**config.mk**
```make
export PLATFORM = sky130hd
export DESIGN_NAME = imem_access_ctrl
export DESIGN_NICKNAME = d
export VERILOG_FILES = /design/src/rtl/imem_access_ctrl.sv
export SDC_FILE = /design/constraint.sdc
export NUM_CORES = 1
export LEC_CHECK = 0
export ABC_AREA = 0
export CORE_MARGIN = 5
export CORE_UTILIZATION = 25
export DETAILED_ROUTE_END_ITERATION = 8
export PLACE_DENSITY = 0.79
export SLEW_MARGIN = 20
export SYNTH_ARGS = -nofsm -noshare
export SYNTH_HDL_FRONTEND = slang
export SYNTH_SLANG_ARGS = --single-unit
```
**constraint.sdc**
```tcl
create_clock -name clk -period 2.38 [get_ports clk]
set_input_delay 0.357 -clock clk [delete_from_list [all_inputs] [get_ports clk]]
set_output_delay 0.357 -clock clk [all_outputs]
set_load 0.02 [all_outputs]
```
**src/rtl/imem_access_ctrl.sv**
```systemverilog
// -----------------------------------------------------------------------------
// imem_access_ctrl
//
// Sequencing controller and arbiter for the single-port instruction memory
// behind the fetch stage. It shares the memory between fetch reads and the
// boot/program-loader write port. It hides the fixed memory read latency by
// raising the fetch stall. It drops in-flight fetches when a branch/jump
// redirect resolves in Execute.
//
// Handshakes:
//   fetch_req is a level request. The controller answers it with a one-cycle
//   instr_valid pulse, and stall_f is high for every cycle that fetch_req is
//   high and instr_valid is not.
//   ldr_req is a level request held until the one-cycle ldr_ack pulse. A
//   write is issued (mem_en=1, mem_we=1) in the grant cycle, and ldr_ack
//   follows in the next cycle.
//
// Ports:
//   clk, rst          clock, asynchronous active-high reset
//   fetch_req/addr    fetch request and PC (PCF)
//   redirect          PCSrcE; kills the outstanding fetch
//   ldr_req/addr/wdata, ldr_ack   loader write port
//   mem_en/we/addr/wdata, mem_rdata   instruction memory interface
//   instr_out, instr_valid        fetched instruction and its valid pulse
//   stall_f           fetch stall (StallF)
//   dbg_state         current FSM state (IDLE=0, FETCH=1, KILL=2, WRITE=3)
// -----------------------------------------------------------------------------
module imem_access_ctrl #(
    parameter int MEM_LATENCY = 2,   // legal range 1..7
    parameter int ADDR_W      = 32
) (
    input  logic              clk,
    input  logic              rst,
    input  logic              fetch_req,
    input  logic [ADDR_W-1:0] fetch_addr,
    input  logic              redirect,
    input  logic              ldr_req,
    input  logic [ADDR_W-1:0] ldr_addr,
    input  logic [31:0]       ldr_wdata,
    output logic              ldr_ack,
    output logic              mem_en,
    output logic              mem_we,
    output logic [ADDR_W-1:0] mem_addr,
    output logic [31:0]       mem_wdata,
    input  logic [31:0]       mem_rdata,
    output logic [31:0]       instr_out,
    output logic              instr_valid,
    output logic              stall_f,
    output logic [1:0]        dbg_state
);

    typedef enum logic [1:0] {
        S_IDLE  = 2'd0,
        S_FETCH = 2'd1,
        S_KILL  = 2'd2,
        S_WRITE = 2'd3
    } state_t;

    localparam logic [2:0] LAT = 3'(MEM_LATENCY);

    state_t      r_state;
    state_t      w_next;
    logic [2:0]  r_cnt;
    logic [2:0]  w_cnt_next;
    logic        r_rr_ldr;       // 1: loader has priority on a tie
    logic [31:0] r_instr_out;
    logic        r_instr_valid;

    logic        w_fetch_ok;
    logic        w_grant_f;
    logic        w_grant_l;
    logic        w_capture;

    // A fetch may not issue while a redirect is pending, or in the cycle its
    // previous result is presented. In that cycle the fetch stage is still
    // holding the old PC.
    assign w_fetch_ok = fetch_req & ~redirect & ~r_instr_valid & ~rst;

    always_comb begin
        w_next     = r_state;
        w_cnt_next = r_cnt;
        w_grant_f  = 1'b0;
        w_grant_l  = 1'b0;
        w_capture  = 1'b0;
        mem_en     = 1'b0;
        mem_we     = 1'b0;
        mem_addr   = '0;
        mem_wdata  = '0;
        ldr_ack    = 1'b0;

        case (r_state)
            S_IDLE: begin
                // The loader wins if it is alone, or if it holds the priority.
                if (ldr_req && !rst && (!w_fetch_ok || r_rr_ldr)) begin
                    w_grant_l = 1'b1;
                    mem_en    = 1'b1;
                    mem_we    = 1'b1;
                    mem_addr  = {ldr_addr[ADDR_W-1:2], 2'b00};
                    mem_wdata = ldr_wdata;
                    w_next    = S_WRITE;
                end else if (w_fetch_ok) begin
                    w_grant_f  = 1'b1;
                    mem_en     = 1'b1;
                    mem_addr   = {fetch_addr[ADDR_W-1:2], 2'b00};
                    w_cnt_next = LAT;
                    w_next     = S_FETCH;
                end
            end

            S_FETCH: begin
                w_cnt_next = r_cnt - 3'd1;
                // r_cnt==1 is the cycle mem_rdata is valid (counter reaches 0).
                if (r_cnt == 3'd1) begin
                    w_next    = S_IDLE;
                    w_capture = ~redirect;
                end else if (redirect) begin
                    w_next = S_KILL;
                end
            end

            S_KILL: begin
                // Let the killed read drain so only one access is outstanding.
                w_cnt_next = r_cnt - 3'd1;
                if (r_cnt == 3'd1) begin
                    w_next = S_IDLE;
                end
            end

            S_WRITE: begin
                ldr_ack = 1'b1;
                w_next  = S_IDLE;
            end

            default: begin
                w_next = S_IDLE;
            end
        endcase
    end

    always_ff @(posedge clk or posedge rst) begin
        if (rst) begin
            r_state       <= S_IDLE;
            r_cnt         <= 3'd0;
            r_rr_ldr      <= 1'b1;
            r_instr_out   <= 32'd0;
            r_instr_valid <= 1'b0;
        end else begin
            r_state       <= w_next;
            r_cnt         <= w_cnt_next;
            r_instr_valid <= w_capture;
            if (w_capture) begin
                r_instr_out <= mem_rdata;
            end
            if (w_grant_l) begin
                r_rr_ldr <= 1'b0;
            end else if (w_grant_f) begin
                r_rr_ldr <= 1'b1;
            end
        end
    end

    assign instr_out   = r_instr_out;
    assign instr_valid = r_instr_valid;
    assign stall_f     = fetch_req & ~r_instr_valid & ~rst;
    assign dbg_state   = r_state;

endmodule

```
Word-level counts from Yosys, hierarchy flattened
Index checks and enable logic that the tools add are counted.

Logic and storage cells: 60. Register bits after elaboration: 39. Bits of input ports: 133. Output and inout port bits: 103.

Bitwise logic cells: 8. Reduce and logical (&&, ||, !) cells: 11. Equal/unequal tests: 9. Mux-type cells: 26. $add $sub $neg: 1.

Operators with widths (count): $mux W32 (5); $mux W1 (12); $mux W2 (5); $pmux W2 S4 (1); $mux W3 (2); $ne A2 B2 Y1 const B (3); $ne A3 B3 Y1 const B (2); $pmux W3 S2 (1); $reduce_and A3 Y1 (2); $and A1 B1 Y1 (5); $eq A2 B2 Y1 const B (2); $reduce_bool A2 Y1 (2); $eq A3 B1 Y1 const B (1); $not A1 Y1 (3); $sub A3 B1 Y3 const B (1); $eq A2 B1 Y1 const B (1); $logic_and A1 B1 Y1 (2); $logic_not A1 Y1 (2); $logic_not A2 Y1 (1); $reduce_or A2 Y1 (1); $logic_or A1 B1 Y1 (1).

Longest topological paths before layout
Depth after elaboration: 11. Mapped depth: 7. Mapped depth without buffers: 6.

Worst setup path before layout
OpenSTA, ideal clock, no wires.

Path kind: register to output. Start: reg r_state[1] (netlist: dbg_state[1]). End: out mem_addr[10]. Path buffers: 3. Slack: 282 ps. Required time: 2023 ps. Stages on the path, launching flop included: 8. Data arrival time: 1741 ps. Path through: dfrtp_1 inv_1 ha_1 clkbuf_1 buf_4 clkbuf_1 nand2_1 o21ai_1.

Longest elaborated chain between the ends: 2.

RTL lines: start, declared (RTL line 61) `state_t r_state;`; start signal, assigned (RTL line 148) `r_state <= w_next;`; $logic_not A2 Y1 (RTL line 91) `case (r_state)`; $mux W32 (RTL line 91); end, declared (RTL line 43) `output logic [ADDR_W-1:0] mem_addr,`.

Every way passes these cells.

Worst setup path in the final report
Start: reg r_instr_valid (netlist: instr_valid). End: out mem_wdata[10].

Longest elaborated chain between the ends: 8.

RTL lines: start, declared (RTL line 67) `logic r_instr_valid;`; start signal, assigned (RTL line 150) `r_instr_valid <= w_capture;`; $not A1 Y1 (RTL line 77) `assign w_fetch_ok = fetch_req & ~redirect & ~r_instr_valid & ~rst;`; $and A1 B1 Y1 (2 in series) (RTL line 77); $logic_not A1 Y1 (RTL line 94) `if (ldr_req && !rst && (!w_fetch_ok || r_rr_ldr)) begin`; $logic_or A1 B1 Y1 (RTL line 94); $logic_and A1 B1 Y1 (RTL line 94); $mux W32 (RTL line 94); $mux W32 (RTL line 91); end, declared (RTL line 44) `output logic [31:0] mem_wdata,`.

Every way passes these cells.

==> flow_metrics.env <==
export IMPL_outcome="completed"
export IMPL_leakage_nw=2.33
export IMPL_synthFlopType="dfrtp_1"
export IMPL_tritoncts="yes"
export IMPL_final_hold_violation_count=0
export IMPL_tritoncts_num_buffers=5
export IMPL_grt_first_pass_wirelength_um=16100
export IMPL_route_detailed_vias_per_inst=4.62
export IMPL_timing_critical_path_buf_inv=3
export IMPL_worst_ep_arrival_time_ns=1.97
export IMPL_clock_skew_ns=0.00570
export IMPL_floorplan_initialDensity_pct=25.5
export IMPL_cts_root_to_sink_buffers=2
export IMPL_critPathKind="flip-flop to output pin"
export IMPL_fillerInstances=941
export IMPL_layout_worst_path_cycle_share_pct=97.9
export IMPL_fin_nets=641
export IMPL_syn_to_final_growth_pct=99.5
export IMPL_die_area_mm2=0.0120
export IMPL_vias=2939
export IMPL_ctsHoldBuffers=0
export IMPL_row_count=36
export IMPL_synthesis_area_per_instance_um2=9.26
export IMPL_asyncSetResetFlopFracSynth_pct=100
export IMPL_route_antenna_remaining_nets=0
export IMPL_clkSinkCount=39
export IMPL_final_instance_count_excl_fill=636
export IMPL_core_region_area_mm2=0.00973
export IMPL_cp_top_family="simple AND/OR/NAND/NOR gates"
export IMPL_power_switching_share_pct=42.0
export IMPL_critical_path_peak_fanout=31
export IMPL_globalRouteMet3Util_pct=5.81
export IMPL_ys_types=32
export IMPL_ys_warn_count=0
export IMPL_antenna_found_initial=0
export IMPL_detailedPlacementHpwl_um=8110
export IMPL_detail_route_iter0_violations=191
export IMPL_max_clock_freq_mhz=429
export IMPL_worst_setup_path_end_kind="output pin"
export IMPL_layout_min_cycle_time_ns=2.33
export IMPL_cts_clk_slew_worst_paths_ns=0.08
export IMPL_peakVddDrop_uv=555
export IMPL_global_placement_routability_congestion=0.902
export IMPL_synth_edff_count=0
export IMPL_rsz0062_at_grt="yes"
export IMPL_whs_ns=0.510
export IMPL_io_buffers=229
export IMPL_top_usage_layer_grt="met2"
export IMPL_grt_util_met1_pct=18.9
export IMPL_die_height_um=110
export IMPL_tns_ns=0
export IMPL_routed_wire_length_per_instance_um=17.7
export IMPL_stdcell_area_mm2=0.00495
export IMPL_cap_viol_max_count=0
export IMPL_die_w_um=110
export IMPL_grt_remaining_overflow=0
export IMPL_crit_chain="or3b_4, buf_4, o21a_4, buf_12, and3_1, buf_4"
export IMPL_antenna_diode_count=0
export IMPL_netSwitchingPower_w=0.00172
export IMPL_worst_path_max_delay_cell="dfrtp_1"
export IMPL_design_portCount=236
export IMPL_layout_drive_gt1_share_pct=29.8
export IMPL_intPower_w=0.00238
export IMPL_seq_power_share_pct=26.5
export IMPL_grt_met2_usage_pct=31.2
export IMPL_p_clk_share_pct=11.5
export IMPL_number_of_global_route_vias_before_repair=3115
export IMPL_syn_instance_count=268
export IMPL_netlist_area_mm2=0.00248
export IMPL_worst_ep_required_time_ns=2.02
export IMPL_worstSkewPairLatency_ns=0.29
export IMPL_wl_um=11300
export IMPL_setup_viol_count_final=0
export IMPL_first_pass_iters=4
export IMPL_pin_count_of_the_biggest_net_entering_global_routing=57
export IMPL_combinationalPowerShare_pct=61.9
export IMPL_level_count_of_the_clock_h_tree=2
export IMPL_powerDensity_mw_per_mm2=828
export IMPL_min_path_type="flip-flop to flip-flop"
export IMPL_placement_cell_area_mm2=0.00490
export IMPL_critical_path_startpoint_type="flip-flop"
export IMPL_path_common_cell="buf_4"
export IMPL_cts_root_buffer_cell="clkbuf_8"
export IMPL_fraction_of_the_yosys_area_taken_by_sequential_cells_pct=39.4
export IMPL_drc=0
export IMPL_gr_usage_all_layers_pct=17.2
export IMPL_place_inst=617
export IMPL_synth_seq_cells=39
export IMPL_max_slew_violation_count=0
export IMPL_max_stage_delay_ns=0.39
## power groups by stage
| stage | Combinational (W) | Sequential (W) | Clock (W) |
|---|---|---|---|
| after floorplan | 0.00106 | 0.00136 | 0 |
| after global placement | 0.00254 | 0.00106 | 0 |
| after detailed placement | 0.00257 | 0.00108 | 0 |
| after CTS | 0.00252 | 0.00109 | 0.000503 |
| after global routing | 0.00274 | 0.00113 | 0.000526 |
| final | 0.00254 | 0.00109 | 0.000472 |
## cells in the mapped netlist, drive strengths merged (6+ instances only)
cell | instances | area share [%]
nand3 | 30 | 6.0
clkbuf | 6 | 0.91
a21oi | 6 | 1.2
dfrtp | 38 | 38
ha | 6 | 3.0
mux2 | 32 | 15
buf | 21 | 7.1
o21ai | 35 | 7.7
inv | 7 | 1.1
and3 | 32 | 8.1
nand2 | 34 | 5.1
## metal layers
metal  vias up  routed length, um  share of wire [%]
met1      1353               4060                 36
met5         -                  0                  0
met4         0                187                1.7
met2       167               5680                 50
li1       1404                  -                  -
met3        15               1330                 12
## sequential cells by signal, summed over array words and instances, names as in the netlist
register / cells
instr_valid: 1
r_rr_ldr: 1
dbg_state: 2
instr_out: 32
r_cnt: 3
## worst paths after layout
path / from / to / slack [ns] / cells past startpoint
hold reg to reg: instr_out[3] / instr_out[3] / 0.51 / 1
max in group asynchronous: rst / r_rr_ldr / 1.30 / 4
setup reg to reg: instr_valid / dbg_state[1] / 0.52 / 7
setup / recovery: instr_valid / mem_wdata[10] / 0.05 / 6
min in group asynchronous: rst / instr_out[7] / 0.73 / 4
hold / removal: instr_out[3] / instr_out[3] / 0.51 / 1
## repair_timing
action / CTS / global route
pin swaps: 2 / 1
gates cloned: 3 / 1
buffers inserted: 7 / 0
setup endpoints to repair: 64 / 16
gates resized for setup: 268 / 30
hold endpoints to repair: 0 / 0
## per-stage QoR
| step | util, % | total power, W | worst slack (ns) |
|---|---|---|---|
| 2_1_floorplan | - | 0.00243 | 0.282 |
| 3_3_place_gp | 50.4 | 0.00361 | -0.534 |
| 3_5_place_dp | 50.4 | 0.00366 | -0.570 |
| 4_1_cts | 49.8 | 0.00412 | 0.00589 |
| 5_1_grt | 50.9 | 0.00440 | -0.0144 |
| 6_report | 50.9 | 0.00410 | 0.0507 |
## cell usage in the layout, fill, tap and decap left out, types with 6 or more instances in the layout
cell             count
clkdlybuf4s50_1    163
buf_2               44
buf_4               26
nand3_1             28
nand2_1             34
clkbuf_8             6
buf_6                6
inv_1                7
a21oi_1              6
o21ai_1             18
o21ai_2             11
mux2_2              32
dfrtp_1             38
and3_1              32
## cells by family (layout without fill, tap and decap cells)
group | count (synthesis) | after routing | synth area share, %
buffers and inverters | 34 | 266 | 9.02
adders and majority gates | 6 | 6 | 3.02
DFF | 39 | 39 | 39.4
AOI/OAI and AO/OA | 48 | 50 | 11.6
and+or+nand+nor | 108 | 108 | 22.3
other | 1 | 2 | 0.151
muxes | 32 | 32 | 14.5
## layout make-up
cell class,instances,area [um2],share of cell area (%)
timing repair buffer,251,2300,46.5
multi-input combinational,198,1380,27.9
sequential,39,977,19.7
tap,133,166,3.36
clock buffer,6,82.6,1.67
inverter,7,26.3,0.531
clock inverter,2,16.3,0.328
No activity file was read; power rests on OpenSTA's default activity.
